[src/rtl/mem_arb_pkg.sv]
// +----------------------------------------------------------------------+
// | mem_arb_pkg : shared types and constants for mem_port_arbiter        |
// | Revision    : 1.0                                                    |
// +----------------------------------------------------------------------+
`default_nettype none

package mem_arb_pkg;

  typedef enum logic [1:0] {
    ST_IDLE  = 2'd0,
    ST_ISSUE = 2'd1,
    ST_WAIT  = 2'd2
  } state_t;

  localparam logic OWN_CPU = 1'b0;
  localparam logic OWN_GFX = 1'b1;

  localparam int ADDR_W_DEF = 32;
  localparam int DATA_W_DEF = 32;
  localparam int WE_W_DEF   = DATA_W_DEF / 8;

endpackage

`default_nettype wire

[src/rtl/mem_arb_pick.sv]
// +----------------------------------------------------------------------+
// | mem_arb_pick : combinational grant between CPU and GFX requesters    |
// | MEM_ARB_RR_EN selects round-robin ties, otherwise CPU wins ties.     |
// | Revision     : 1.0                                                   |
// +----------------------------------------------------------------------+
`default_nettype none

module mem_arb_pick
  import mem_arb_pkg::*;
(
  input  logic cpu_valid,
  input  logic gfx_valid,
  input  logic last_grant,
  output logic grant_cpu,
  output logic grant_gfx
);

`ifdef MEM_ARB_RR_EN
  always_comb begin
    grant_cpu = 1'b0;
    grant_gfx = 1'b0;
    if (cpu_valid && gfx_valid) begin
      // Tie goes to whoever did not win last time.
      grant_cpu = (last_grant == OWN_GFX);
      grant_gfx = (last_grant == OWN_CPU);
    end else begin
      grant_cpu = cpu_valid;
      grant_gfx = gfx_valid;
    end
  end
`else
  logic unused_last_grant;
  assign unused_last_grant = last_grant;

  always_comb begin
    grant_cpu = cpu_valid;
    grant_gfx = gfx_valid && !cpu_valid;
  end
`endif

endmodule

`default_nettype wire

[src/rtl/mem_port_arbiter.sv]
// +----------------------------------------------------------------------+
// | mem_port_arbiter : shares one memory port between CPU and GFX        |
// | Build option MEM_ARB_RR_EN enables round-robin tie-break.            |
// | Revision         : 1.0                                               |
// +----------------------------------------------------------------------+
`default_nettype none

module mem_port_arbiter
  import mem_arb_pkg::*;
#(
  parameter int ADDR_W = ADDR_W_DEF,
  parameter int DATA_W = DATA_W_DEF,
  parameter int WE_W   = WE_W_DEF
) (
  input  logic              clk,
  input  logic              rst,
  input  logic              cpu_req_valid,
  output logic              cpu_req_ready,
  input  logic [ADDR_W-1:0] cpu_addr,
  input  logic [DATA_W-1:0] cpu_din,
  input  logic [WE_W-1:0]   cpu_we,
  output logic              cpu_rvalid,
  output logic [DATA_W-1:0] cpu_rdata,
  output logic              cpu_stall,
  input  logic              gfx_req_valid,
  output logic              gfx_req_ready,
  input  logic [ADDR_W-1:0] gfx_addr,
  input  logic [DATA_W-1:0] gfx_din,
  input  logic [WE_W-1:0]   gfx_we,
  output logic              gfx_rvalid,
  output logic [DATA_W-1:0] gfx_rdata,
  output logic              mem_req_valid,
  input  logic              mem_req_ready,
  output logic [ADDR_W-1:0] mem_addr,
  output logic [DATA_W-1:0] mem_din,
  output logic [WE_W-1:0]   mem_we,
  input  logic              mem_rvalid,
  input  logic [DATA_W-1:0] mem_rdata
);

  state_t state;
  state_t state_nxt;
  logic   owner;
  logic   last_grant;
  logic   grant_cpu;
  logic   grant_gfx;
  logic   cpu_hs;
  logic   gfx_hs;
  logic   cpu_pending;

  mem_arb_pick u_pick (
    .cpu_valid  (cpu_req_valid),
    .gfx_valid  (gfx_req_valid),
    .last_grant (last_grant),
    .grant_cpu  (grant_cpu),
    .grant_gfx  (grant_gfx)
  );

  assign cpu_req_ready = (state == ST_IDLE) && grant_cpu;
  assign gfx_req_ready = (state == ST_IDLE) && grant_gfx;
  assign cpu_hs        = cpu_req_valid && cpu_req_ready;
  assign gfx_hs        = gfx_req_valid && gfx_req_ready;

  // Pending covers the accept cycle through the completion cycle inclusive.
  assign cpu_pending = cpu_hs || ((state != ST_IDLE) && (owner == OWN_CPU));
  assign cpu_stall   = (cpu_req_valid && !cpu_req_ready) || cpu_pending;

  always_ff @(posedge clk or negedge rst) begin
    if (!rst) begin
      state      <= ST_IDLE;
      owner      <= OWN_CPU;
      last_grant <= OWN_GFX;
      mem_addr   <= '0;
      mem_din    <= '0;
      mem_we     <= '0;
    end else begin
      state <= state_nxt;
      if (cpu_hs) begin
        owner      <= OWN_CPU;
        last_grant <= OWN_CPU;
        mem_addr   <= cpu_addr;
        mem_din    <= cpu_din;
        mem_we     <= cpu_we;
      end else if (gfx_hs) begin
        owner      <= OWN_GFX;
        last_grant <= OWN_GFX;
        mem_addr   <= gfx_addr;
        mem_din    <= gfx_din;
        mem_we     <= gfx_we;
      end
    end
  end

  always_comb begin
    state_nxt     = state;
    mem_req_valid = 1'b0;
    cpu_rvalid    = 1'b0;
    gfx_rvalid    = 1'b0;
    cpu_rdata     = '0;
    gfx_rdata     = '0;
    case (state)
      ST_IDLE: begin
        if (cpu_hs || gfx_hs) state_nxt = ST_ISSUE;
      end
      ST_ISSUE: begin
        mem_req_valid = 1'b1;
        if (mem_req_ready) state_nxt = (mem_we == '0) ? ST_WAIT : ST_IDLE;
      end
      ST_WAIT: begin
        // Responses are only routed here, so stray ones elsewhere vanish.
        if (owner == OWN_CPU) begin
          cpu_rvalid = mem_rvalid;
          cpu_rdata  = mem_rdata;
        end else begin
          gfx_rvalid = mem_rvalid;
          gfx_rdata  = mem_rdata;
        end
        if (mem_rvalid) state_nxt = ST_IDLE;
      end
      default: state_nxt = ST_IDLE;
    endcase
  end

endmodule

`default_nettype wire
[config.mk]
export PLATFORM = sky130hd
export DESIGN_NAME = mem_port_arbiter
export DESIGN_NICKNAME = d
export VERILOG_FILES = /design/src/rtl/mem_arb_pkg.sv /design/src/rtl/mem_arb_pick.sv /design/src/rtl/mem_port_arbiter.sv
export SDC_FILE = /design/constraint.sdc
export NUM_CORES = 1
export LEC_CHECK = 0
export CAP_MARGIN = 20
export CORE_ASPECT_RATIO = 1.75
export CORE_MARGIN = 4
export CORE_UTILIZATION = 30
export DETAILED_ROUTE_END_ITERATION = 8
export HOLD_SLACK_MARGIN = 0.15
export PLACE_DENSITY_LB_ADDON = 0.3
export SETUP_SLACK_MARGIN = 0.4
export SLEW_MARGIN = 10
export SYNTH_ARGS = -nofsm -noshare
export SYNTH_HDL_FRONTEND = slang
export SYNTH_SLANG_ARGS = --single-unit
[constraint.sdc]
create_clock -name clk -period 1.4 [get_ports clk]
set_input_delay 0.14 -clock clk [delete_from_list [all_inputs] [get_ports clk]]
set_output_delay 0.14 -clock clk [all_outputs]
set_load 0.03 [all_outputs]
==> flow_metrics.py <==
metrics = {
    "logic_synthesis": {
        "syn_nets": 574,
        "synth_top_family_by_area": "compound AO/OA/AOI/OAI gates",
        "ys_ff_latch": 71,
        "muxShareOfSynthArea_pct": 17.0,
        "yosys.area_share.simple_pct": 13.2,
        "synth_compound_area_share_pct": 18.8,
        "mappedNetlistArea_sq_um": 3880,
        "yosysUniqueCellTypes": 27,
        "yosys.area_share.xor_xnor_pct": 0,
        "yosys_warnings": 0,
        "netlist_instances": 400,
        "synth_top_area_share_pct": 45.7,
        "ys_top_cells_by_area": "dfrtp_1 (46%), mux2i_1 (17%), o21ai_0 (14%)",
        "synthAdderAreaFrac_pct": 0,
        "avgSynthCellArea_sq_um": 9.71,
        "yosysSeqAreaShare_pct": 45.7,
        "synth_top_area_cell": "dfrtp_1",
    },
    "routing": {
        "drt_pass1_iterations": 4,
        "drt_wl_total_um": 19200,
        "wl_met1_um": 6120,
        "routedWlPerCell_um": 20.8,
        "drtIter0Drc": 129,
        "route.detailed.drc": 0,
        "ant_nets": 0,
        "viasPerCell": 5.03,
        "vias": 4637,
        "dr_wl_met2_um": 10600,
        "topRoutingLayerUsed": "met5",
        "wl_met3_um": 1710,
    },
    "setup_path": {
        "rr_worst_depth": 9,
        "crit_end": "gfx_rdata[4]",
        "crit_type": "flip-flop to primary output",
        "critPathArrivalTime_ns": 1.72,
        "worst-r2r-setup-slack_ns": -0.27,
        "worstSetupEndpointType": "primary output",
        "worstReg2RegEnd": "mem_din[8]",
        "worstReg2RegStart": "state[0]",
        "critPathLaunchType": "flip-flop",
        "critPathLaunch": "state[0]",
        "cp_max_fo": 8,
        "required_ns": 1.26,
    },
    "placement": {
        "placed_area_sq_um": 7340,
        "port_buffers": 311,
        "dp_slack_ns": -0.219,
        "place_congestion": 0.773,
        "hpwl_um": 13100,
    },
    "clock_tree": {
        "cts_tree": "built",
        "numCtsBuffers": 9,
        "cts_max_level": 3,
        "tritoncts_num_sinks": 71,
        "insertion_delay_ns": 0.33,
        "clockRootBuffer": "clkbuf_16",
        "path_clk_slew_ns": 0.06,
        "clockBufferDepth": 2,
    },
    "floorplan": {
        "core_area_sq_um": 12600,
        "start_util_pct": 30.9,
        "die_h_um": 159,
        "dieArea_sq_um": 14900,
        "fp.dieW_um": 94.0,
        "rows": 54,
        "io_pins": 312,
    },
    "cells_and_area": {
        "final_cell_area_sq_um": 9000,
        "utilization_pct": 71.6,
        "drive_gt1_share_pct": 49.1,
        "num-fill-cells": 885,
        "finalNetCount": 923,
        "synthToLayoutAreaGrowth_pct": 132,
        "diodes": 0,
    },
    "timing": {
        "max_freq_mhz": 537,
        "hold_violations": 0,
        "worst_slack_ns": -0.461,
        "skew_ns": 0.00648,
        "period_needed_ns": 1.86,
        "setup_tns_ns": -42.06,
        "slew_viol_final": 0,
        "tightest_slew_ns": 0.351,
        "grt_setup_unrepaired": "yes",
        "slew_headroom_pct": 76.0,
        "finalCritPeriodShare_pct": 133,
        "finalSetupViolations": 139,
    },
    "pwr": {
        "leakage_nw": 4.02,
        "switching_share_pct": 42.7,
        "clockPowerShare_pct": 12.5,
        "pwr-share-seq_pct": 23.0,
        "p_comb_share_pct": 64.5,
        "power.density_nw_per_um2": 1820,
        "ir_drop_mv": 1.19,
        "internal_power_mw": 9.40,
        "power.switching_mw": 7.00,
    },
    "global_routing": {
        "grt_pass1_vias": 4843,
        "overflow": 0,
        "track_usage_pct": 23.7,
        "grt_pass1_wl_um": 26600,
        "grt_max_degree": 46,
        "antenna_found_initial": 2,
    },
    "worst_hold_path": {
        "min_path_type": "primary input to asynchronous set/reset pin",
    },
    "run_status": {
        "status": "finished with violations",
        "violations": "setup timing",
    },
    "flow_run": {
        "cap_violations": 0,
    },
}
## synth_stat cells
library cell / n
clkbuf_2: 10
inv_1: 1
nor3b_1: 1
mux2i_1: 66
and2_1: 66
or2_1: 1
buf_4: 4
a211oi_1: 1
clkbuf_1: 12
buf_2: 8
o21ai_1: 30
nand4b_1: 1
a21o_1: 1
buf_6: 3
a22oi_1: 2
a31oi_1: 2
nor2_4: 2
nor2_1: 4
dfrtp_1: 71
a21oi_1: 1
o21ai_2: 1
nor2b_1: 3
nor4_1: 1
o21ai_0: 105
nand2_1: 1
nor3_1: 1
nand2b_1: 1
## worst min-delay path by stage
stage | end | from | cells after the start | slack, ns
5_1_grt | mem_addr[25] | rst | 2 | 0.27
3_5_place_dp | mem_addr[25] | rst | 1 | 0.06
3_3_place_gp | mem_addr[29] | rst | 1 | 0.06
6_report | mem_addr[25] | rst | 2 | 0.26
4_1_cts | mem_addr[25] | rst | 2 | 0.26
2_1_floorplan | mem_addr[0] | rst | 0 | -0.16
## through the flow
| step | total power, mW | instances | hold slack [ns] |
|---|---|---|---|
| final | 16.4 | 922 | 0.256 |
| after global routing | 17.1 | 922 | 0.274 |
| after CTS | 15.7 | 907 | 0.257 |
| after detailed placement | 11.1 | 860 | 0.0598 |
| after global placement | 10.9 | 860 | 0.0560 |
| after floorplan | 7.56 | 400 | -0.156 |
## cell usage in the layout (no fill, tap or decap), drive strengths merged
cell type	netlist	final
buf	15	201
clkdlybuf4s50	0	171
o21ai	136	137
dfrtp	71	71
mux2i	66	66
and2	66	66
clkbuf	22	10
nor2	6	6
clkinvlp	0	4
nor2b	3	3
a31oi	2	2
a22oi	2	2
clkinv	0	2
inv	1	2
nand2b	1	1
nand2	1	1
or2	1	1
a21o	1	1
nor3b	1	1
nor3	1	1
a211oi	1	1
nor4	1	1
nand4b	1	1
a21oi	1	1
dlygate4sd3	0	1
## registers in the layout (all words and copies together), names as in the netlist
signal    cells
mem_we        4
owner         1
mem_addr     32
state         2
mem_din      32
## logic make-up after synthesis
group / after synthesis
AO/OA/AOI/OAI: 143
AND/OR/NAND/NOR: 82
multiplexers: 66
buffers and inverters: 38
flip-flops: 71
## power groups by stage
stage                     Sequential (mW)  Clock, mW  Combinational [mW]
final                                3.76       2.05                10.6
after detailed placement             3.57          0                7.51
after global placement               3.53          0                7.40
after global routing                 3.87       2.18                11.1
after floorplan                      5.48          0                2.09
after CTS                            3.74       2.10                9.83
## metal layers
layer	global-route usage (%)	up-vias
li1	-	2114
met1	22.9	2242
met2	44.9	229
met3	8.09	48
met4	9.99	4
met5	0	-
## critical path: stages (launching register included)
cell and delay (ns):
dfrtp_2 0.41, buf_6 0.12, nand2b_4 0.16, nor2_4 0.12, buf_12 0.15, clkbuf_16 0.15
and2_4 0.15, buf_6 0.13
## repair_timing
item / 4_1_cts / 5_1_grt
hold buffers: 1 / 0
setup buffers: 17 / 14
cloned: 13 / 1
resized for setup: 654 / 52
pin swaps: 14 / 80
endpoints found under the setup margin: 208 / 208
hold endpoints to repair: 71 / 0
## final cells by class
| type | instances | area (sq um) | area share (%) |
|---|---|---|---|
| Inverter | 1 | 3.75 | 0.0417 |
| Sequential cell | 71 | 1780 | 19.8 |
| Timing Repair Buffer | 374 | 4290 | 47.7 |
| Multi-Input combinational cell | 292 | 2440 | 27.1 |
| Tap cell | 168 | 210 | 2.34 |
| Clock inverter | 7 | 48.8 | 0.542 |
| Clock buffer | 9 | 225 | 2.50 |
Power figures use the tool's default switching activity.
